[src/rtl/ysyx_22041461_divrem_seq.sv]
// Radix-2 restoring divide/remainder unit (RV64M DIV/DIVU/REM/REMU and W variants).
// Define YSYX_22041461_DIVREM_FASTPATH_EN to resolve trivial cases without iterating.
module ysyx_22041461_divrem_seq #(
    parameter int XLEN   = 64,
    parameter int WORD_W = XLEN / 2
) (
    input  logic            clk_i,
    input  logic            rst_i,
    input  logic            flush_i,
    input  logic            in_valid_i,
    output logic            in_ready_o,
    input  logic [2:0]      op_i,
    input  logic [XLEN-1:0] src1_i,
    input  logic [XLEN-1:0] src2_i,
    output logic            out_valid_o,
    input  logic            out_ready_i,
    output logic [XLEN-1:0] result_o
);
    localparam int CNT_W = $clog2(XLEN + 1);

    typedef enum logic [1:0] {IDLE, CALC, DONE} state_e;

    state_e           state_q;
    logic [CNT_W-1:0] cnt_q;
    logic [XLEN-1:0]  prem_q, quo_q, dvs_q, result_q;
    logic             isword_q, isrem_q, negq_q, negr_q, dz_q;
    logic             in_ready_q, out_valid_q;

    // Operand conditioning at accept time
    logic            is_signed, is_word, accept;
    logic [XLEN-1:0] a1, a2, abs1, abs2;
    logic            s1, s2, dz;

    always_comb begin
        is_signed = ~op_i[0];
        is_word   = op_i[1];
        if (is_word) begin
            a1 = is_signed ? {{(XLEN-WORD_W){src1_i[WORD_W-1]}}, src1_i[WORD_W-1:0]}
                           : {{(XLEN-WORD_W){1'b0}}, src1_i[WORD_W-1:0]};
            a2 = is_signed ? {{(XLEN-WORD_W){src2_i[WORD_W-1]}}, src2_i[WORD_W-1:0]}
                           : {{(XLEN-WORD_W){1'b0}}, src2_i[WORD_W-1:0]};
        end else begin
            a1 = src1_i;
            a2 = src2_i;
        end
        s1   = is_signed & a1[XLEN-1];
        s2   = is_signed & a2[XLEN-1];
        abs1 = s1 ? -a1 : a1;
        abs2 = s2 ? -a2 : a2;
        dz   = (a2 == '0);
    end

    assign accept = in_valid_i & in_ready_q & ~flush_i;

`ifdef YSYX_22041461_DIVREM_FASTPATH_EN
    localparam logic [XLEN-1:0] MIN_X = {1'b1, {(XLEN-1){1'b0}}};
    localparam logic [XLEN-1:0] MIN_W = {{(XLEN-WORD_W+1){1'b1}}, {(WORD_W-1){1'b0}}};
    logic ovf, fast;
    always_comb begin
        ovf  = is_signed & (a2 == '1) & (a1 == (is_word ? MIN_W : MIN_X));
        fast = dz | ovf | (abs1 < abs2);
    end
`endif

    // One restoring step: shift in next dividend bit, trial-subtract divisor
    logic [XLEN:0]   shifted, diff;
    logic            qbit;
    logic [XLEN-1:0] prem_d, quo_d;

    always_comb begin
        shifted = {prem_q, quo_q[XLEN-1]};
        diff    = shifted - {1'b0, dvs_q};
        qbit    = ~diff[XLEN];
        prem_d  = qbit ? diff[XLEN-1:0] : shifted[XLEN-1:0];
        quo_d   = {quo_q[XLEN-2:0], qbit};
    end

    // Apply signs, divide-by-zero quotient, and W-result sign extension
    function automatic logic [XLEN-1:0] finish(
        input logic [XLEN-1:0] q, r,
        input logic nq, nr, dzf, word, remop
    );
        logic [XLEN-1:0] v;
        if (remop)    v = nr ? -r : r;
        else if (dzf) v = '1;
        else          v = nq ? -q : q;
        if (word) v = {{(XLEN-WORD_W){v[WORD_W-1]}}, v[WORD_W-1:0]};
        return v;
    endfunction

    always_ff @(posedge clk_i) begin
        if (rst_i) begin
            state_q     <= IDLE;
            cnt_q       <= '0;
            prem_q      <= '0;
            quo_q       <= '0;
            dvs_q       <= '0;
            result_q    <= '0;
            isword_q    <= 1'b0;
            isrem_q     <= 1'b0;
            negq_q      <= 1'b0;
            negr_q      <= 1'b0;
            dz_q        <= 1'b0;
            in_ready_q  <= 1'b1;
            out_valid_q <= 1'b0;
        end else if (flush_i && state_q != IDLE) begin
            state_q     <= IDLE;
            cnt_q       <= '0;
            in_ready_q  <= 1'b1;
            out_valid_q <= 1'b0;
        end else begin
            case (state_q)
                IDLE: if (accept) begin
                    isword_q   <= is_word;
                    isrem_q    <= op_i[2];
                    negq_q     <= s1 ^ s2;
                    negr_q     <= s1;
                    dz_q       <= dz;
                    dvs_q      <= abs2;
                    prem_q     <= '0;
                    quo_q      <= is_word ? (abs1 << WORD_W) : abs1;
                    cnt_q      <= is_word ? CNT_W'(WORD_W) : CNT_W'(XLEN);
                    in_ready_q <= 1'b0;
                    state_q    <= CALC;
`ifdef YSYX_22041461_DIVREM_FASTPATH_EN
                    if (fast) begin
                        // Overflow yields |dividend| as magnitude; otherwise quotient is 0
                        result_q    <= finish(ovf ? abs1 : '0, ovf ? '0 : abs1,
                                              s1 ^ s2, s1, dz, is_word, op_i[2]);
                        cnt_q       <= '0;
                        out_valid_q <= 1'b1;
                        state_q     <= DONE;
                    end
`endif
                end
                CALC: begin
                    if (cnt_q == '0) begin
                        result_q    <= finish(quo_q, prem_q, negq_q, negr_q, dz_q,
                                              isword_q, isrem_q);
                        out_valid_q <= 1'b1;
                        state_q     <= DONE;
                    end else begin
                        prem_q <= prem_d;
                        quo_q  <= quo_d;
                        cnt_q  <= cnt_q - CNT_W'(1);
                    end
                end
                DONE: if (out_ready_i) begin
                    out_valid_q <= 1'b0;
                    in_ready_q  <= 1'b1;
                    state_q     <= IDLE;
                end
                default: state_q <= IDLE;
            endcase
        end
    end

    assign in_ready_o  = in_ready_q;
    assign out_valid_o = out_valid_q;
    assign result_o    = result_q;
endmodule

[config.mk]
export PLATFORM = sky130hd
export DESIGN_NAME = ysyx_22041461_divrem_seq
export DESIGN_NICKNAME = d
export VERILOG_FILES = /design/src/rtl/ysyx_22041461_divrem_seq.sv
export SDC_FILE = /design/constraint.sdc
export NUM_CORES = 1
export LEC_CHECK = 0
export ABC_AREA = 1
export CAP_MARGIN = 10
export CELL_PAD_IN_SITES_DETAIL_PLACEMENT = 0
export CELL_PAD_IN_SITES_GLOBAL_PLACEMENT = 1
export CORE_MARGIN = 5
export CORE_UTILIZATION = 41
export CTS_CLUSTER_SIZE = 16
export DETAILED_ROUTE_END_ITERATION = 10
export GPL_TIMING_DRIVEN = 0
export PLACE_DENSITY_LB_ADDON = 0.1
export REMOVE_ABC_BUFFERS = 1
export SLEW_MARGIN = 20
export SYNTH_ARGS = -nofsm -noshare
export SYNTH_HDL_FRONTEND = slang
export SYNTH_SLANG_ARGS = --single-unit
[constraint.sdc]
create_clock -name clk_i -period 3.5 [get_ports clk_i]
set_input_delay 0.35 -clock clk_i [delete_from_list [all_inputs] [get_ports clk_i]]
set_output_delay 0.35 -clock clk_i [all_outputs]
set_load 0.02 [all_outputs]
==> Word level (Yosys, flattened, before mapping) <==
Cells that the tools add are included.
{ "totals": {"reg_bits": 272, "inputBits": 136, "output_inout_bits": 66, "wordCells": 83} }
{ "op_classes": {"add_sub_neg": 6, "eq_ne": 6, "mux": 33, "bitwise": 9, "n_reduce_logical": 16} }
{ "ops": {"columns": ["op", "n"], "rows": [
  ["two-way mux 64 bit", 17],
  ["negation 64 bit", 4],
  ["one-hot mux 64 bit (2 select lines)", 2],
  ["subtractor 65 x 64 -> 65 bit", 1],
  ["zero test 64 bit", 1],
  ["two-way mux 7 bit", 3],
  ["AND reduction 3 bit", 6],
  ["one-hot mux 7 bit (2 select lines)", 1],
  ["!= test 2 bit, second input constant", 4],
  ["nonzero test 2 bit", 4],
  ["zero test 7 bit", 1],
  ["subtractor 7 x 1 -> 7 bit, second input constant", 1],
  ["two-way mux 2 bit", 3],
  ["one-hot mux 2 bit (3 select lines)", 1],
  ["bitwise AND 1 bit", 4],
  ["two-way mux 1 bit", 4],
  ["inverter 1 bit", 4],
  ["one-hot mux 1 bit (2 select lines)", 2],
  ["AND reduction 4 bit", 1],
  ["equality test 2 x 1 -> 1 bit, second input constant", 1],
  ["equality test 2 bit, second input constant", 1],
  ["zero test 2 bit", 1],
  ["OR reduction 2 bit", 1],
  ["logical AND 1 bit", 1],
  ["bitwise XOR 1 bit", 1]
]} }

==> Longest topological paths before layout <==
{ "logic_depth": {"depth_word": 7, "ltp_mapped": 20, "mapped_depth_nobuf": 19} }

==> Least setup slack after synthesis <==
OpenSTA, ideal clock, no wires.
{ "synth_timing": {"path_type": "register -> register", "start": "register quo_q[63]", "end": "register prem_q[10]", "setup_ns": 0.132, "arrival_time_ns": 2.341, "t_required_ns": 3.368, "slack_ns": 1.027, "stages_incl_launch_ff": 21, "n_path_buf": 1, "period_less_slack_ns": 2.473, "cell_sequence": "dfxtp_1 inv_1 ha_1 fa_1 inv_1 nand2_1 nand2_1 nand3_1 nand2_1 nand2_1 nand2_1 nand2_1 nand2_1 nand2_2 nand2_2 nand2_1 nand2_1 buf_2 nand2_1 nand3_1 a21oi_1"} }
{ "synth_between": {"elab_chain_cells": 4} }
{ "synth_rtl": {"columns": ["element", "line_no", "text"], "rows": [
  ["start: declaration", "25", "logic [XLEN-1:0] prem_q, quo_q, dvs_q, result_q;"],
  ["start signal: assignment", "121", "quo_q <= is_word ? (abs1 << WORD_W) : abs1;"],
  ["start signal: assignment", "144", "quo_q <= quo_d;"],
  ["subtractor 65 x 64 -> 65 bit", "72", "diff = shifted - {1'b0, dvs_q};"],
  ["two-way mux 64 bit", "74", "prem_d = qbit ? diff[XLEN-1:0] : shifted[XLEN-1:0];"],
  ["two-way mux 64 bit", "137", "if (cnt_q == '0) begin"],
  ["one-hot mux 64 bit (2 select lines)", "112", "case (state_q)"],
  ["end signal: assignment", "143", "prem_q <= prem_d;"],
  ["end: declaration", "25", null]
]} }
No other way between the ends. The select of a mux whose other input is x is not followed.
A chain may end at the register's enable or synchronous reset.

==> Final worst setup path <==
{ "layout_timing": {"start": "register quo_q[63]", "end": "register prem_q[43]"} }
The elaborated chain is that of the path after synthesis.

==> results by group <==
Timing
  • Final hold violations: 0
  • Period utilization: 94.5%
  • Period minus WS final: 3.31 ns
  • Max frequency: 0.302 GHz
  • Post-Route Skew: 0.0243 ns
  • Measured slew at the worst slew-check pin: 1.05 ns
  • Final Slew Violations: 0
  • RSZ-0062 raised after global routing: false
  • Worst slew margin: 29.2%
  • Sum Neg Setup Slack: 0 ns
  • Final Setup Violations: 0

Logic synthesis
  • Synth unique cells: 58
  • Asr flop ratio synth: 0%
  • Yosys top cell by area: nand2_1
  • Syn. warnings: 0
  • Top cells by area, synth: nand2_1, dfxtp_1, inv_1
  • Syn_area_per_cell: 5.43 µm²
  • Post-synth EDFFs: 0
  • Synthesized cell area: 26800 µm²
  • Yosys top cell area share: 21.3%
  • Syn Inst Count: 4940
  • Top FF cell, synth: dfxtp_1
  • Seq/Total Area, Yosys: 20.3%
  • Flops & latches, synth: 272

Final layout
  • Cell area after layout: 31200 µm²
  • ANT cells: 0
  • Nets@finish: 5251
  • Post-layout util: 48.4%
  • Area growth, synth to finish: 16.5%
  • Layout cells sized above 1: 3.65%

Worst setup path
  • CP max FO: 19
  • Critical path class: reg -> reg
  • Most used cell, CP: nand2_1
  • Crit path launch type: register
  • Critical Path Sink Type: register
  • Worst path bufs/invs: 2
  • CP Cell Sequence: inv_2 -> ha_1 -> fa_1 -> inv_1 -> nand2_1 -> nand2_1 -> nand3_1 -> nand2_1 -> nand2_1 -> nand2_1 -> nand2_1 -> nand2_1 -> nand2_4 -> nand2_8 -> nand2_8 -> nand2_8 -> nand2_1 -> nand3_1 -> a21oi_1
  • Top delay family on crit path: simple AND/OR/NAND/NOR gates
  • Max incr delay on CP: 0.41 ns
  • Crit path DAT: 3.76 ns
  • Reg2reg setup slack: 0.19 ns
  • Critical Path RT: 3.95 ns
  • Critical path's slowest cell: fa_1

Die
  • Placement Rows: 93
  • Die width: 266 µm
  • Top Ports: 202
  • Core area: 64600 µm²
  • Chip Height: 266 µm
  • Die Area: 70600 µm²
  • Initial Util: 41.5%

CTS
  • # hold bufs at CTS: 0
  • H-tree depth: 2
  • Clock Latency Late Sink: 0.58 ns
  • Clock sink total: 272
  • Max Root-Sink Buffers: 3
  • CTS tree: built
  • TritonCTS Buffers: 36
  • Worst-path clk slew: 0.06 ns
  • CTS root buffer: clkbuf_16

Global routing
  • First-pass GRT wire length: 177 mm
  • Vias in the first global route: 28637
  • Largest net degree at the start of global routing: 101
  • GR Util All Layers: 32.3%
  • GR Overflow Total: 0
  • Initial antenna violation count: 1

Power
  • PD cells: 387 nW/µm²
  • Maximum vdd drop: 0.000346 V
  • Static Leak: 15.6 nW

Flow run
  • # Max-Cap Violations: 0

Worst hold path
  • Worst Hold Class: in -> reg

Run status
  • Status: finished clean

Placed design
  • I/O Buffers: 201
  • DP Wirelength: 96.6 mm
  • Placed cell areas: 29600 µm²
  • Placer Congestion: 0.972

Route
  • DRC: 0
  • Drt first pass iters: 6
  • Vias per cell: 5.42
  • Routed vias: 32122
  • ANT nets after route: 0
  • Initial DRC count: 3368
  • Avg WL per Cell: 20.5 µm
  • DRT Wirelength: 122 mm
[stage by stage]
stage	worst slack [ns]	power (W)	hold WS, ns	cells
4_1_cts	0.00115	0.0120	0.133	5920
5_1_grt	0.0238	0.0127	0.161	5927
3_5_place_dp	-1.41	0.00772	0.450	5850
6_report	0.191	0.0121	0.159	5927
2_1_floorplan	-1.72	0.00608	0.419	4772
3_3_place_gp	-8.34	0.00767	0.444	5828
[layer usage]
layer / track usage [%] / share of wire (%)
met1: 46.8 / 46
met2: 49.1 / 42
met3: 6.98 / 9.2
met4: 7.81 / 2.6
met5: 0 / 0.011
[power by group]
part	internal (W)	switching [W]
clock	0.00258	0.00168
combinational	0.00126	0.00306
sequential	0.00331	0.000210
[worst paths after layout]
path | start | end | depth (start not counted)
worst min register to register | result_o[4] | result_o[4] | 2
worst max register to register | quo_q[63] | prem_q[43] | 19
worst max-delay path | quo_q[63] | prem_q[43] | 19
worst min-delay path | rst_i | prem_q[1] | 2
[flip-flops by register name (all words and copies together) (netlist names)]
| signal | count |
|---|---|
| cnt_q | 7 |
| dvs_q | 64 |
| dz_q | 1 |
| in_ready_o | 1 |
| isrem_q | 1 |
| isword_q | 1 |
| negq_q | 1 |
| negr_q | 1 |
| out_valid_o | 1 |
| prem_q | 64 |
| quo_q | 64 |
| result_o | 64 |
| state_q | 2 |
[area by class of cell]
class / instances / area (µm²)
Clock buffer: 43 / 957
Tap cell: 855 / 1070
Multi-Input combinational cell: 3711 / 17900
Sequential cell: 272 / 5450
Fill cell: 7219 / 33300
Inverter: 798 / 3020
Timing Repair Buffer: 225 / 2450
Clock inverter: 23 / 372
[cell usage in the layout, fill, tap and decap left out, drive strengths merged, types with 32 or more instances in the layout]
master | synthesis | final
a21oi | 371 | 371
clkbuf | 106 | 44
clkdlybuf4s50 | 0 | 199
dfxtp | 272 | 272
ha | 70 | 70
inv | 791 | 796
nand2 | 1527 | 1533
nand3 | 445 | 448
nand3b | 33 | 33
nand4 | 106 | 106
nor2 | 523 | 523
nor3 | 64 | 64
o21ai | 291 | 291
xnor2 | 32 | 32
xor2 | 70 | 70
[Yosys cell counts, drive strengths merged (29+ instances only)]
| master | n |
|---|---|
| inv | 791 |
| xor2 | 70 |
| dfxtp | 272 |
| a21oi | 371 |
| nor3 | 64 |
| buf | 62 |
| nand2 | 1527 |
| nor2 | 523 |
| nand3 | 445 |
| clkbuf | 106 |
| nand4 | 106 |
| a31oi | 29 |
| ha | 70 |
| nand3b | 33 |
| o21ai | 291 |
| xnor2 | 32 |
[worst register-to-register path: stages (launching register included)]
cell,delay (ns)
dfxtp_2,0.40
inv_2,0.13
ha_1,0.25
fa_1,0.41
inv_1,0.07
nand2_1,0.05
nand2_1,0.14
nand3_1,0.09
nand2_1,0.16
nand2_1,0.07
nand2_1,0.16
nand2_1,0.09
nand2_1,0.14
nand2_4,0.17
nand2_8,0.17
nand2_8,0.18
nand2_8,0.21
nand2_1,0.13
nand3_1,0.10
a21oi_1,0.06
[cells by family (layout without fill, tap and decap cells)]
group | after synthesis | in the layout | share of synthesized area (%)
xor+xnor | 102 | 102 | 3.33
simple gates | 2736 | 2745 | 43.1
buf+inv | 966 | 1089 | 13.9
flops | 272 | 272 | 20.3
fa+ha+maj | 71 | 71 | 3.34
compound gates | 793 | 793 | 16.0
[timing repair]
item                       in CTS  in global routing
gates resized for setup        20                 13
setup buffers                   1                  1
gates cloned                    3                  6
setup endpoints to repair     123                 80
pin swaps                       3                  5
(Power assumes the default switching activity.)
